`config.mk`:
```
export PLATFORM = sky130hd
export DESIGN_NAME = float_4e3m_accumulate_seq
export DESIGN_NICKNAME = d
export VERILOG_FILES = /design/src/rtl/float_4e3m_accumulate_seq.sv
export SDC_FILE = /design/constraint.sdc
export NUM_CORES = 1
export LEC_CHECK = 0
export CAP_MARGIN = 20
export CELL_PAD_IN_SITES_DETAIL_PLACEMENT = 1
export CELL_PAD_IN_SITES_GLOBAL_PLACEMENT = 1
export CORE_MARGIN = 1.5
export CORE_UTILIZATION = 37
export CTS_CLUSTER_DIAMETER = 80
export DETAILED_ROUTE_END_ITERATION = 12
export PLACE_DENSITY = 0.81
export SYNTH_ARGS = -nofsm -noshare
export SYNTH_HDL_FRONTEND = slang
export SYNTH_SLANG_ARGS = --single-unit
export TNS_END_PERCENT = 1
```
`constraint.sdc`:
```
create_clock -name clk -period 3.6 [get_ports clk]
set_input_delay 0.72 -clock clk [delete_from_list [all_inputs] [get_ports clk]]
set_output_delay 0.72 -clock clk [all_outputs]
set_load 0.03 [all_outputs]
```
`src/rtl/float_4e3m_accumulate_seq.sv`:
```
// float_4e3m_accumulate_seq: sequential vector reduction in front of the 4E3M adder.
// Sums each in_last-terminated vector of 8-bit 4E3M elements by looping an accumulator
// through an external combinational adder, and emits one sum per vector.
// Optional build macro: F4E3M_ACC_RESULT_PIPE_EN registers adder_result once before use
// (ACCUM -> WAIT_RES -> ACCUM/OUT, one element every two cycles after the first).
// Ports:
//   clk, rst        rising-edge clock, synchronous active-high reset
//   in_valid/ready  element handshake; in_data element, in_last ends the vector
//   operands        {acc, element} to the adder; adder_result is its sum
//   out_valid/ready sum handshake; out_data sum, out_count elements, out_trunc cut at MAX_LEN
module float_4e3m_accumulate_seq #(
    parameter int unsigned MAX_LEN = 16,
    parameter int unsigned CNT_W   = 5
) (
    input  logic             clk,
    input  logic             rst,
    input  logic             in_valid,
    output logic             in_ready,
    input  logic [7:0]       in_data,
    input  logic             in_last,
    output logic [15:0]      operands,
    input  logic [7:0]       adder_result,
    output logic             out_valid,
    input  logic             out_ready,
    output logic [7:0]       out_data,
    output logic [CNT_W-1:0] out_count,
    output logic             out_trunc
);

`ifdef F4E3M_ACC_RESULT_PIPE_EN
    typedef enum logic [1:0] {S_FIRST = 2'd0, S_ACCUM = 2'd1, S_WAIT_RES = 2'd2, S_OUT = 2'd3} state_e;
`else
    typedef enum logic [1:0] {S_FIRST = 2'd0, S_ACCUM = 2'd1, S_OUT = 2'd3} state_e;
`endif

    localparam logic [CNT_W-1:0] MAX_CNT = CNT_W'(MAX_LEN);

    state_e           state;
    state_e           state_next;
    logic [7:0]       acc;
    logic [CNT_W-1:0] count;
    logic [CNT_W-1:0] count_inc;
    logic             in_hs;
    logic             out_hs;

    // Datapath controls decoded from state
    logic             load_first;
    logic             load_add;
    logic             enter_out;
    logic             trunc_d;
    logic [7:0]       acc_d;
    logic [CNT_W-1:0] count_d;

`ifdef F4E3M_ACC_RESULT_PIPE_EN
    logic [7:0]       res_q;
    logic [7:0]       data_q;
    logic             last_q;
    logic             load_wait;
`endif

    assign in_ready  = !rst && (state == S_FIRST || state == S_ACCUM);
    assign in_hs     = in_valid && in_ready;
    assign out_hs    = out_valid && out_ready;
    assign count_inc = CNT_W'(count + CNT_W'(1));

`ifdef F4E3M_ACC_RESULT_PIPE_EN
    // While waiting on the registered result, hold the element that produced it
    assign operands = (state == S_WAIT_RES) ? {acc, data_q} : {acc, in_data};
`else
    assign operands = {acc, in_data};
`endif

    // State register
    always_ff @(posedge clk) begin
        if (rst) begin
            state <= S_FIRST;
        end else begin
            state <= state_next;
        end
    end

    // Next-state logic
    always_comb begin
        state_next = state;
        case (state)
            S_FIRST: begin
                if (in_hs) begin
                    state_next = (in_last || MAX_LEN == 1) ? S_OUT : S_ACCUM;
                end
            end
            S_ACCUM: begin
                if (in_hs) begin
`ifdef F4E3M_ACC_RESULT_PIPE_EN
                    state_next = S_WAIT_RES;
`else
                    state_next = (in_last || count_inc == MAX_CNT) ? S_OUT : S_ACCUM;
`endif
                end
            end
`ifdef F4E3M_ACC_RESULT_PIPE_EN
            S_WAIT_RES: begin
                state_next = (last_q || count == MAX_CNT) ? S_OUT : S_ACCUM;
            end
`endif
            S_OUT: begin
                if (out_ready) begin
                    state_next = S_FIRST;
                end
            end
            default: state_next = S_FIRST;
        endcase
    end

    // Output / datapath-control decode
    always_comb begin
        load_first = 1'b0;
        load_add   = 1'b0;
        enter_out  = 1'b0;
        trunc_d    = 1'b0;
        acc_d      = acc;
        count_d    = count;
`ifdef F4E3M_ACC_RESULT_PIPE_EN
        load_wait  = 1'b0;
`endif
        case (state)
            S_FIRST: begin
                load_first = in_hs;
                enter_out  = in_hs && (in_last || MAX_LEN == 1);
                acc_d      = in_data;
                count_d    = CNT_W'(1);
            end
            S_ACCUM: begin
                load_add = in_hs;
`ifndef F4E3M_ACC_RESULT_PIPE_EN
                enter_out = in_hs && (in_last || count_inc == MAX_CNT);
                trunc_d   = !in_last && (count_inc == MAX_CNT);
                acc_d     = adder_result;
                count_d   = count_inc;
`endif
            end
`ifdef F4E3M_ACC_RESULT_PIPE_EN
            S_WAIT_RES: begin
                load_wait = 1'b1;
                enter_out = last_q || (count == MAX_CNT);
                trunc_d   = !last_q && (count == MAX_CNT);
                acc_d     = res_q;
            end
`endif
            default: begin
            end
        endcase
    end

    // Accumulator, counter and registered outputs
    always_ff @(posedge clk) begin
        if (rst) begin
            acc       <= 8'h00;
            count     <= '0;
            out_valid <= 1'b0;
            out_data  <= 8'h00;
            out_count <= '0;
            out_trunc <= 1'b0;
`ifdef F4E3M_ACC_RESULT_PIPE_EN
            res_q     <= 8'h00;
            data_q    <= 8'h00;
            last_q    <= 1'b0;
`endif
        end else begin
            if (load_first) begin
                acc   <= in_data;
                count <= CNT_W'(1);
            end
            if (load_add) begin
`ifdef F4E3M_ACC_RESULT_PIPE_EN
                res_q  <= adder_result;
                data_q <= in_data;
                last_q <= in_last;
`else
                acc    <= adder_result;
`endif
                count  <= count_inc;
            end
`ifdef F4E3M_ACC_RESULT_PIPE_EN
            if (load_wait) begin
                acc <= res_q;
            end
`endif
            if (enter_out) begin
                out_valid <= 1'b1;
                out_data  <= acc_d;
                out_count <= count_d;
                out_trunc <= trunc_d;
            end else if (out_hs) begin
                out_valid <= 1'b0;
                out_trunc <= 1'b0;
                count     <= '0;
            end
        end
    end

endmodule

```
==> After elaboration in Yosys (flattened, before gate mapping) <==
Index checks and enable logic that the tools add are counted.
{ "totals": {"mem_count": 0, "register_bits": 30, "mem_bits_rw": 0, "rom_bits": 0, "latchBits": 0, "input_bits": 21} }
{ "op_classes": {"order_cmp": 0, "n_mux": 21, "n_reduce_logical": 14, "n_mul": 0, "eq_ne": 6, "shift": 0, "div_mod_pow": 0, "bitwise": 0, "add_sub_neg": 1} }
{ "op_table": {"columns": ["cell", "n"], "rows": [
  ["$mux 5", 4],
  ["$mux 8", 2],
  ["$pmux 8 s2", 1],
  ["$mux 2", 5],
  ["$pmux 5 s2", 1],
  ["$logic_and 1x1->1", 6],
  ["$mux 1", 6],
  ["$ne 2x2->1 const B", 3],
  ["$pmux 2 s3", 1],
  ["$add 5x1->5 const B", 1],
  ["$eq 5x5->1 const B", 1],
  ["$reduce_bool 2->1", 2],
  ["$reduce_and 3->1", 1],
  ["$eq 2x1->1 const B", 1],
  ["$eq 2x2->1 const B", 1],
  ["$logic_not 1->1", 2],
  ["$logic_not 2->1", 1],
  ["$logic_or 1x1->1", 2],
  ["$pmux 1 s2", 1]
]} }

==> Depth between registers and ports, before layout <==
Gate-level depths: netlist of the first run.
{ "depth": {"ltp_word": 9, "depth_mapped": 6, "mapped_depth_nobuf": 5} }

==> Worst setup path after synthesis of the first run <==
OpenSTA, ideal clock, no wires.
{ "synth_timing": {"kind": "input port to output port", "from": "in rst", "to": "out in_ready", "n_path_buf": 1, "path_stages": 2, "arrival_time_ns": 1.358, "required_time_ns": 2.880, "setup_slack_ns": 1.522, "cell_sequence": "clkbuf_1 > nor2_1"} }
{ "synth_between": {"elab_chain_cells": 2} }
{ "synth_rtl": {"columns": ["element", "line_no", "rtl"], "rows": [
  ["start: declaration", "16", "input logic rst,"],
  ["$logic_not 1->1", "61", "assign in_ready = !rst && (state == S_FIRST || state == S_ACCUM);"],
  ["$logic_and 1x1->1", "61", null],
  ["end: declaration", "18", "output logic in_ready,"]
]} }
Every way passes these cells.

==> Worst setup path after layout of the first run <==
Ends and elaborated chain as after synthesis.

==> summary.txt, run 1 <==
Status
  • Status: finished clean

Final layout
  • Layout cells sized above 1: 0.0776
  • Commonest non-fill, non-tap cells in the layout: clkdlybuf4s50_1 (52), dfxtp_1 (30), mux2i_1 (29)
  • Area grow syn2layout: 32.7%
  • Multi-input logic area: 930 µm²
  • Most common cell after layout, fill and taps aside: clkdlybuf4s50_1
  • Register Area: 601 µm²
  • Antenna cells: 0
  • Number of filler cells placed in the layout: just under 500
  • Final net count: about 240

Synthesis
  • Post-synth EDFFs: 0
  • Synth Warn #: 0
  • Post-Syn Instances: 182
  • Async S/R FF share, synth: 0
  • Synth Cell Area: ~0.0017 mm²
  • Main synth FF type: dfxtp_1
  • Syn Area/Cell: between 9 and 10 µm²
  • Register area share after synthesis: 0.358
  • Simple-gate share of the synthesized area: 0.206
  • Synth Area in Compound Gates: 0.162
  • Synthesized-area fraction occupied by adder cells: 0.00745
  • Largest family of logic cells by synthesized area: simple AND/OR/NAND/NOR gates
  • Seq cells post-synth: 30
  • Mux contribution to synthesized area: 0.173
  • Synth unique cells: 34
  • XOR/XNOR Fraction of Synth Area: 0.00522
  • Syn_nets: 204

Drt
  • Routed wire per std cell: ~17 µm
  • DR vias/cell: approximately 5.4
  • DRT Pass-1 Iters: 4
  • Vias post-DR: approximately 1500
  • Total wire length: roughly 4.6 mm
  • DR iter-0 viols: 53
  • Antenna-violating nets left: 0
  • DR DRC count: 0

STA
  • Setup TNS: 0 ns
  • Post-route clock period utilization: 0.756
  • PnR worst setup slack: between 0.8 and 0.9 ns
  • Fin crit period: ~2.7 ns
  • Slew @ Worst Pin: 1.01 ns
  • Peak Freq: 368 MHz
  • RSZ-0062 raised after global routing: false
  • Final setup violation count: 0
  • Worst slew margin: 0.324
  • Fin. Hold Viols: 0
  • Final Skew: 0.00483 ns
  • Pins Over Slew Limit: 0

Placement
  • Post-DP HPWL: roughly 3.2 mm
  • I/O Buffers: 52
  • Placement Setup Slack: roughly 0.74 ns
  • GPL Wtd Cong: roughly 0.79

Clock network
  • Postcts setup bufs: 0
  • Post-cts sizing count: 0
  • Root buffer cell: clkbuf_8
  • Total CTS buffers: 5
  • Clock sinks: 30
  • Clock Latency Late Sink: between 0.2 and 0.3 ns
  • # hold bufs at CTS: 0
  • Clock-pin slew on the worst setup and hold paths: roughly 0.060 ns
  • H-tree Lvls: 2
  • CTS tree: done
  • CTS max path bufs: 2

Die
  • Io pins: 53
  • Core area: about 0.0044 mm²
  • Die area: slightly below 0.005 mm²
  • Chip Width: around 70 µm
  • Initial Util: 0.386
  • Die height: 70.4 µm
  • Row Count: 24

Pwr
  • Pwr Total: ~0.84 mW
  • Total net switching power: 0.250 mW
  • Clock Power Share: 0.317
  • Comb pwr share: 0.238
  • Seq pwr share: 0.445
  • Maximum vdd ir drop: roughly 0.19 mV
  • Internal Power: 0.593 mW
  • Sw Share: 0.297
  • PwrDens: between 300 and 400 mW/mm²
  • Leakage: 0.868 nW

Global route
  • Antenna violations before repair: 0
  • Overflow after GRT: 0
  • Vias in the first global route: ~1600
  • Tot GR Track Use: 0.201
  • First-pass GRT wire length: ~7.9 mm
  • Largest net degree at the start of global routing: 34

Setup path
  • Startpoint types: primary input
  • Endpoint class of the critical path: output pin
  • Worst Path Max Fanout: 2
  • Worst path required time: around 2.9 ns
  • WS Path Type: in -> out
  • Arrival @ worst endpoint: around 2.0 ns

Run
  • Max Cap Viol: 0

Min path
  • Min-Delay Path Class: reg -> reg
==> synth_stat cells (4+ instances only) <==
cell type	instances	area, µm²
dfxtp_1	30	601
mux2i_1	29	290
nand2b_1	19	119
a21oi_1	12	60.1
nor2_1	11	41.3
buf_4	10	75.1
o21ai_1	9	45.0
nand3b_1	8	60.1
clkbuf_1	6	22.5
buf_2	5	25.0
nand2_1	4	15.0
o21ai_0	4	20.0
==> per-layer routing <==
layer,up-vias,part of all wire,global-route usage
li1,705,-,-
met3,4,0.053,0.0491
met5,-,0,0
met1,724,0.44,0.249
met4,0,0.0087,0.0513
met2,41,0.50,0.348
==> state kept, by name, summed over array words and instances (netlist names) <==
register and cells:
acc 8, out_data 8, count 5, out_count 5
state 2, out_trunc 1, out_valid 1
==> critical path, cell delays in order <==
cell and delay [ns]:
clkdlybuf4s50_1 0.44, nor2_1 0.14, clkdlybuf4s50_1 0.70
==> cell type report <==
type,instances,share of cell area
Sequential cell,30,0.270
Tap cell,52,0.0292
Inverter,2,0.00337
Clock buffer,6,0.0371
Timing Repair Buffer,55,0.244
Multi-Input combinational cell,126,0.417
==> through the flow <==
stage                      util  hold slack, ns  instance area, µm²  cells
final                     0.512           0.488                2230    271
after floorplan               -           0.512                1680    182
after CTS                 0.512           0.489                2230    271
after detailed placement  0.493           0.479                2150    265
after global placement    0.493           0.464                2150    265
after global routing      0.512           0.517                2230    271
==> worst paths after layout <==
| path | from | slack, ns | cells after the start | endpoint |
|---|---|---|---|---|
| worst max-delay path | rst | 0.88 | 3 | in_ready |
| worst min register to register | out_data[1] | 0.49 | 2 | out_data[1] |
| worst min-delay path | out_data[1] | 0.49 | 2 | out_data[1] |
| worst max register to register | state[0] | 1.25 | 4 | count[3] |
==> power by group through the flow <==
stage,Sequential (mW),Combinational (mW),Clock [mW]
final,0.375,0.201,0.267
after global routing,0.378,0.215,0.289
after CTS,0.375,0.202,0.270
after detailed placement,0.382,0.201,0
after global placement,0.380,0.196,0
after floorplan,0.402,0.100,0
==> cell families (layout without fill, tap and decap cells) <==
family,after synthesis,in the layout
flops,30,30
fa+ha+maj,1,1
compound gates,39,39
mux,29,29
buf+inv,26,63
simple gates,56,56
xor+xnor,1,1
Note: power is estimated with default switching activity, not from simulation.
==> run 2: changes to the inputs <==
--- a/config.mk
+++ b/config.mk
@@ -9,10 +9,10 @@
 export CELL_PAD_IN_SITES_DETAIL_PLACEMENT = 1
 export CELL_PAD_IN_SITES_GLOBAL_PLACEMENT = 1
 export CORE_MARGIN = 1.5
-export CORE_UTILIZATION = 37
+export CORE_UTILIZATION = 31
 export CTS_CLUSTER_DIAMETER = 80
 export DETAILED_ROUTE_END_ITERATION = 12
-export PLACE_DENSITY = 0.81
+export PLACE_DENSITY = 0.72
 export SYNTH_ARGS = -nofsm -noshare
 export SYNTH_HDL_FRONTEND = slang
 export SYNTH_SLANG_ARGS = --single-unit
==> constraint.sdc (replaced) <==
create_clock -name clk -period 2.5 [get_ports clk]
set_input_delay 0.5 -clock clk [delete_from_list [all_inputs] [get_ports clk]]
set_output_delay 0.5 -clock clk [all_outputs]
set_load 0.03 [all_outputs]
==> summary.txt, run 2 (synthesis gave the netlist of run 1 again) <==
Status
  • Status: finished clean (unchanged)

Setup path
  • Reg2reg path depth: 5 (was 4)
  • Worst path cell trace: clkdlybuf4s50_1, clkdlybuf4s50_1 (was clkdlybuf4s50_1, nor2_1, clkdlybuf4s50_1)
  • Worst path required time: 2.00 ns (was 2.88 ns)
  • Endpoint class of the critical path: output pin (unchanged)
  • Cell family with most CP delay: buffers and inverters (unchanged)
  • CP bufs+invs: 2 (unchanged)
  • R2r setup slk: 0.62 ns (was 1.25 ns)
  • Critical Path Max Stage Delay: 0.69 ns (was 0.70 ns)
  • Most frequent CP cell: clkdlybuf4s50_1 (unchanged)
  • Critical path's slowest cell: clkdlybuf4s50_1 (unchanged)
  • WS Path Type: in -> out (unchanged)
  • Critical R2R Capture: count[3] (unchanged)
  • Arrival @ worst endpoint: 1.73 ns (was 2.00 ns)
  • Startpoint types: primary input (unchanged)
  • Worst Path Max Fanout: 3 (was 2)
  • RR Startpoint: state[0] (unchanged)

Pwr
  • Total net switching power: 0.363 mW (was 0.250 mW)
  • PwrDens: 533 mW/mm² (was 378 mW/mm²)
  • Internal Power: 0.871 mW (was 0.593 mW)
  • Maximum vdd ir drop: 0.191 mV (was 0.189 mV)
  • Seq pwr share: 0.431 (was 0.445)
  • Sw Share: 0.294 (was 0.297)
  • Clock Power Share: 0.324 (was 0.317)
  • Leakage: 0.913 nW (was 0.868 nW)
  • Comb pwr share: 0.245 (was 0.238)
  • Pwr Total: 1.23 mW (was 0.843 mW)

STA
  • Fin crit period: about 2.2 ns
  • Slew @ Worst Pin: 0.532 ns (was 1.01 ns)
  • Pins Over Slew Limit: 0 (unchanged)
  • Peak Freq: 449 MHz
  • Final Skew: 0.00339 ns (was 0.00483 ns)
  • Final hold slack: 0.466 ns (was 0.488 ns)
  • Final setup violation count: 0 (unchanged)
  • Fin. Hold Viols: 0 (unchanged)
  • RSZ-0062 raised after global routing: false (unchanged)
  • Setup TNS: 0 ns (unchanged)
  • Post-route clock period utilization: 0.891
  • Worst slew margin: 0.645 (was 0.324)

Clock network
  • # hold bufs at CTS: 0 (unchanged)
  • CTS max path bufs: 2 (unchanged)
  • H-tree Lvls: 2 (unchanged)
  • Total CTS buffers: 5 (unchanged)
  • Clock Latency Late Sink: 0.28 ns (about the same)
  • Root buffer cell: clkbuf_8 (unchanged)
  • Postcts setup bufs: 0 (unchanged)
  • CTS tree: done (unchanged)
  • Clock sinks: 30 (unchanged)
  • Post-cts sizing count: 0 (unchanged)
  • Clock-pin slew on the worst setup and hold paths: 0.06 ns (about the same)

Placement
  • Placed cell area: 0.00223 mm² (was 0.00215 mm²)
  • Inst Count DP: 291 (was 265)
  • Post-DP HPWL: 3.18 mm (was 3.24 mm)
  • I/O Buffers: 52 (unchanged)
  • GPL Wtd Cong: 0.764 (was 0.793)

Min path
  • Min-Delay Path Class: reg -> reg (unchanged)
  • Hold EP: out_count[4] (was out_data[1])
  • Hold path depth: 2 (unchanged)
  • Hold Path Origin: out_count[4] (was out_data[1])

Die
  • Core area: 0.00517 mm² (was 0.00435 mm²)
  • Initial Util: 0.325 (was 0.386)
  • Row Count: 26 (was 24)
  • Die area: 0.00587 mm² (was 0.00495 mm²)
  • Io pins: 53 (unchanged)
  • Chip Width: 76.6 µm (was 70.4 µm)
  • Die height: 76.6 µm (was 70.4 µm)

Global route
  • Tot GR Track Use: 0.163 (was 0.201)
  • First-pass GRT wire length: 7.42 mm (was 7.92 mm)
  • Vias in the first global route: 1514 (was 1592)
  • Overflow after GRT: 0 (unchanged)
  • Antenna violations before repair: 0 (unchanged)
  • Largest net degree at the start of global routing: 21 (was 34)

Final layout
  • Layout cells sized above 1: 0.118 (was 0.0776)
  • Number of filler cells placed in the layout: 601 (was 494)
  • Commonest non-fill, non-tap cells in the layout: clkdlybuf4s50_1 (51), dfxtp_1 (30), mux2i_1 (29) (was clkdlybuf4s50_1 (52), dfxtp_1 (30), mux2i_1 (29))
  • Final design instance area without fill: 0.00232 mm² (was 0.00223 mm²)
  • Final net count: 250 (was 242)
  • Area grow syn2layout: 38.0% (was 32.7%)
  • Most common cell after layout, fill and taps aside: clkdlybuf4s50_1 (unchanged)
  • Largest registers: acc x8, out_data x8 (unchanged)
  • Antenna cells: 0 (unchanged)
  • Final Non-Filler Cells: 299 (was 271)

Drt
  • DR vias/cell: 4.81 (was 5.44)
  • DR DRC count: 0 (unchanged)
  • Vias post-DR: 1438 (was 1474)
  • DR iter-0 viols: 79 (was 53)
  • Total wire length: 4.38 mm (was 4.61 mm)
  • Antenna-violating nets left: 0 (unchanged)
  • DRT Pass-1 Iters: 4 (unchanged)
  • Routed wire per std cell: 14.7 µm (was 17.0 µm)

Run
  • Max Cap Viol: 0 (unchanged)
-- run 2: changes by cell type in the layout (fill, tap and decap cells not counted) --
cell / delta
buf_4: +9
clkbuf_1: +1
clkinv_2: +1
clkdlybuf4s50_1: -1
-- run 2: stage by stage --
stage | utilization | setup slack [ns]
final | 0.448 | 0.273
after global routing | 0.448 | 0.232
after CTS | 0.448 | 0.262
after detailed placement | 0.430 | 0.285
after global placement | 0.430 | 0.307
after floorplan | - | 0.862
-- run 2: how the worst max path moves through the flow --
stage	to	depth (start not counted)	from	slack (ns)
after global placement	operands[6]	2	in_data[6]	0.31
final	operands[6]	2	in_data[6]	0.27
after CTS	operands[6]	2	in_data[6]	0.26
after global routing	operands[6]	2	in_data[6]	0.23
after floorplan	in_ready	2	rst	0.86
after detailed placement	operands[6]	2	in_data[6]	0.29
-- run 2: layout make-up --
type / count / area [µm²] / share of cell area
Clock inverter: 1 / 5.00 / 0.00216
Inverter: 2 / 7.51 / 0.00324
Clock buffer: 7 / 86.3 / 0.0373
Tap cell: 70 / 87.6 / 0.0378
Timing Repair Buffer: 63 / 601 / 0.259
Multi-Input combinational cell: 126 / 930 / 0.401
Sequential cell: 30 / 601 / 0.259
-- run 2: layer usage --
layer	wire [µm]	share of wire	track usage	vias to the layer above
li1	-	-	-	725
met1	1930	0.44	0.189	672
met2	2210	0.50	0.284	37
met3	188	0.043	0.0419	4
met4	59	0.013	0.0667	0
met5	0	0	0	-
-- run 2: power groups by stage --
stage          combinational (mW)  clock [mW]  sequential (mW)
2_1_floorplan               0.144           0            0.578
3_3_place_gp                0.302           0            0.542
3_5_place_dp                0.304           0            0.543
4_1_cts                     0.307       0.415            0.533
5_1_grt                     0.326       0.438            0.536
6_report                    0.302       0.400            0.532
==> run 3: changes to the inputs <==
==> constraint.sdc (replaced) <==
create_clock -name clk -period 2.5 [get_ports clk]
set_input_delay 0.25 -clock clk [delete_from_list [all_inputs] [get_ports clk]]
set_output_delay 0.25 -clock clk [all_outputs]
set_load 0.03 [all_outputs]
==> summary.txt, run 3 (synthesis gave the netlist of run 1 again) <==
Drt
  • Total wire length: 4.32 mm (was 4.38 mm)
  • DR DRC count: 0 (unchanged)
  • Antenna-violating nets left: 0 (unchanged)
  • Routed wire per std cell: 14.6 µm (was 14.7 µm)
  • Vias post-DR: 1453 (was 1438)
  • DR iter-0 viols: 45 (was 79)
  • DR vias/cell: 4.91 (was 4.81)
  • DRT Pass-1 Iters: 4 (unchanged)

Pwr
  • Total net switching power: 0.374 mW (was 0.363 mW)
  • Sw Share: 0.301 (was 0.294)
  • Leakage: 0.897 nW (was 0.913 nW)
  • Clock Power Share: 0.332 (was 0.324)
  • PwrDens: 541 mW/mm² (was 533 mW/mm²)
  • Pwr Total: 1.24 mW (was 1.23 mW)
  • Comb pwr share: 0.244 (was 0.245)
  • Seq pwr share: 0.424 (was 0.431)
  • Internal Power: 0.868 mW (was 0.871 mW)
  • Maximum vdd ir drop: 0.222 mV (was 0.191 mV)

Global route
  • Tot GR Track Use: 0.160 (was 0.163)
  • Largest net degree at the start of global routing: 25 (was 21)
  • Vias in the first global route: 1503 (was 1514)
  • Antenna violations before repair: 0 (unchanged)
  • Overflow after GRT: 0 (unchanged)
  • First-pass GRT wire length: 7.35 mm (was 7.42 mm)

Setup path
  • Critical path's slowest cell: clkdlybuf4s50_1 (unchanged)
  • Worst Path Max Fanout: 14 (was 3)
  • Worst path required time: 2.25 ns (was 2.00 ns)
  • Worst path cell trace: buf_4, nor2_1, clkdlybuf4s50_1 (was clkdlybuf4s50_1, clkdlybuf4s50_1)
  • Critical Path Max Stage Delay: 0.68 ns (was 0.69 ns)
  • Endpoint class of the critical path: output pin (unchanged)
  • WS Path Type: reg -> out (was in -> out)
  • Arrival @ worst endpoint: 1.66 ns (was 1.73 ns)
  • CP bufs+invs: 2 (unchanged)
  • Startpoint types: register (was primary input)
  • Cell family with most CP delay: buffers and inverters (unchanged)

STA
  • RSZ-0062 raised after global routing: false (unchanged)
  • Setup TNS: 0 ns (unchanged)
  • Final setup violation count: 0 (unchanged)
  • Peak Freq: 524 MHz (was 449 MHz)
  • Fin crit period: 1.91 ns (was 2.23 ns)
  • Final Skew: 0.00451 ns (was 0.00339 ns)
  • Slew @ Worst Pin: 0.875 ns (was 0.532 ns)
  • Pins Over Slew Limit: 0 (unchanged)
  • Worst slew margin: 0.415 (was 0.645)
  • Fin. Hold Viols: 0 (unchanged)
  • Post-route clock period utilization: 0.764 (was 0.891)
  • Final hold slack: 0.463 ns (was 0.466 ns)

Clock network
  • H-tree Lvls: 2 (unchanged)
  • # hold bufs at CTS: 0 (unchanged)
  • Post-cts sizing count: 0 (unchanged)
  • Clock-pin slew on the worst setup and hold paths: 0.07 ns (was 0.06 ns)
  • Clock sinks: 30 (unchanged)
  • Root buffer cell: clkbuf_8 (unchanged)
  • Clock Latency Late Sink: 0.28 ns (about the same)
  • Postcts setup bufs: 0 (unchanged)
  • CTS tree: done (unchanged)
  • Total CTS buffers: 5 (unchanged)
  • CTS max path bufs: 2 (unchanged)

Run
  • Max Cap Viol: 0 (unchanged)

Status
  • Status: finished clean (unchanged)

Die
  • Die area: 0.00587 mm² (unchanged)
  • Io pins: 53 (unchanged)
  • Die height: 76.6 µm (unchanged)
  • Chip Width: 76.6 µm (unchanged)
  • Core area: 0.00517 mm² (unchanged)
  • Row Count: 26 (unchanged)
  • Initial Util: 0.325 (unchanged)

Final layout
  • Layout cells sized above 1: 0.102 (was 0.118)
  • Most common cell after layout, fill and taps aside: clkdlybuf4s50_1 (unchanged)
  • Largest registers: acc x8, out_data x8 (unchanged)
  • Final net count: 247 (was 250)
  • Antenna cells: 0 (unchanged)
  • Commonest non-fill, non-tap cells in the layout: clkdlybuf4s50_1 (52), dfxtp_1 (30), mux2i_1 (29) (was clkdlybuf4s50_1 (51), dfxtp_1 (30), mux2i_1 (29))
  • Area grow syn2layout: 36.8% (was 38.0%)

Min path
  • Min-Delay Path Class: reg -> reg (unchanged)

Placement
  • Post-DP HPWL: 3.07 mm (was 3.18 mm)
  • I/O Buffers: 52 (unchanged)
  • GPL Wtd Cong: 0.750 (was 0.764)
## run 3: changes by cell type in the layout (fill, tap and decap cells not counted), sizes merged
| cell | change |
|---|---|
| buf | -4 |
| clkdlybuf4s50 | +1 |
## run 3: worst min-delay path, stage by stage (launching register included)
cell and delay, ns:
dfxtp_1 0.31, inv_1 0.06, a221oi_2 0.05
## run 3: per-stage QoR
step,setup WS (ns),util,std cells,area [µm²]
after global routing,0.527,0.444,296,2300
after floorplan,1.02,-,182,1680
final,0.590,0.444,296,2300
after detailed placement,0.446,0.426,288,2210
after CTS,0.576,0.444,296,2300
after global placement,0.488,0.426,288,2210
## run 3: path summary, 6_finish.rpt
| path | start | to | slack [ns] | depth (start not counted) |
|---|---|---|---|---|
| worst max-delay path | state[1] | in_ready | 0.59 | 3 |
| worst min-delay path | out_count[4] | out_count[4] | 0.46 | 2 |
| worst max register to register | state[1] | count[3] | 0.68 | 5 |
| worst min register to register | out_count[4] | out_count[4] | 0.46 | 2 |
## run 3: power by group through the flow
stage	sequential, mW	combinational (mW)	clock [mW]
detailed placement	0.537	0.306	0
global placement	0.537	0.304	0
global route	0.531	0.327	0.448
CTS	0.527	0.307	0.426
finish	0.527	0.304	0.412
floorplan	0.578	0.144	0
## run 3: final cells by class
type / count / area (µm²)
clock buffers: 7 / 86.3
clock inverters: 1 / 5.00
fillers: 605 / 2880
inverters: 2 / 7.51
multi-input cells: 126 / 930
flip-flops and latches: 30 / 601
well taps: 70 / 87.6
repair buffers: 60 / 581
## run 3: layer usage
metal | vias up | track usage | routed length [µm]
li1 | 721 | - | -
met1 | 692 | 0.187 | 2000
met2 | 34 | 0.270 | 2040
met3 | 6 | 0.0491 | 209
met4 | 0 | 0.0667 | 71
met5 | - | 0 | 0
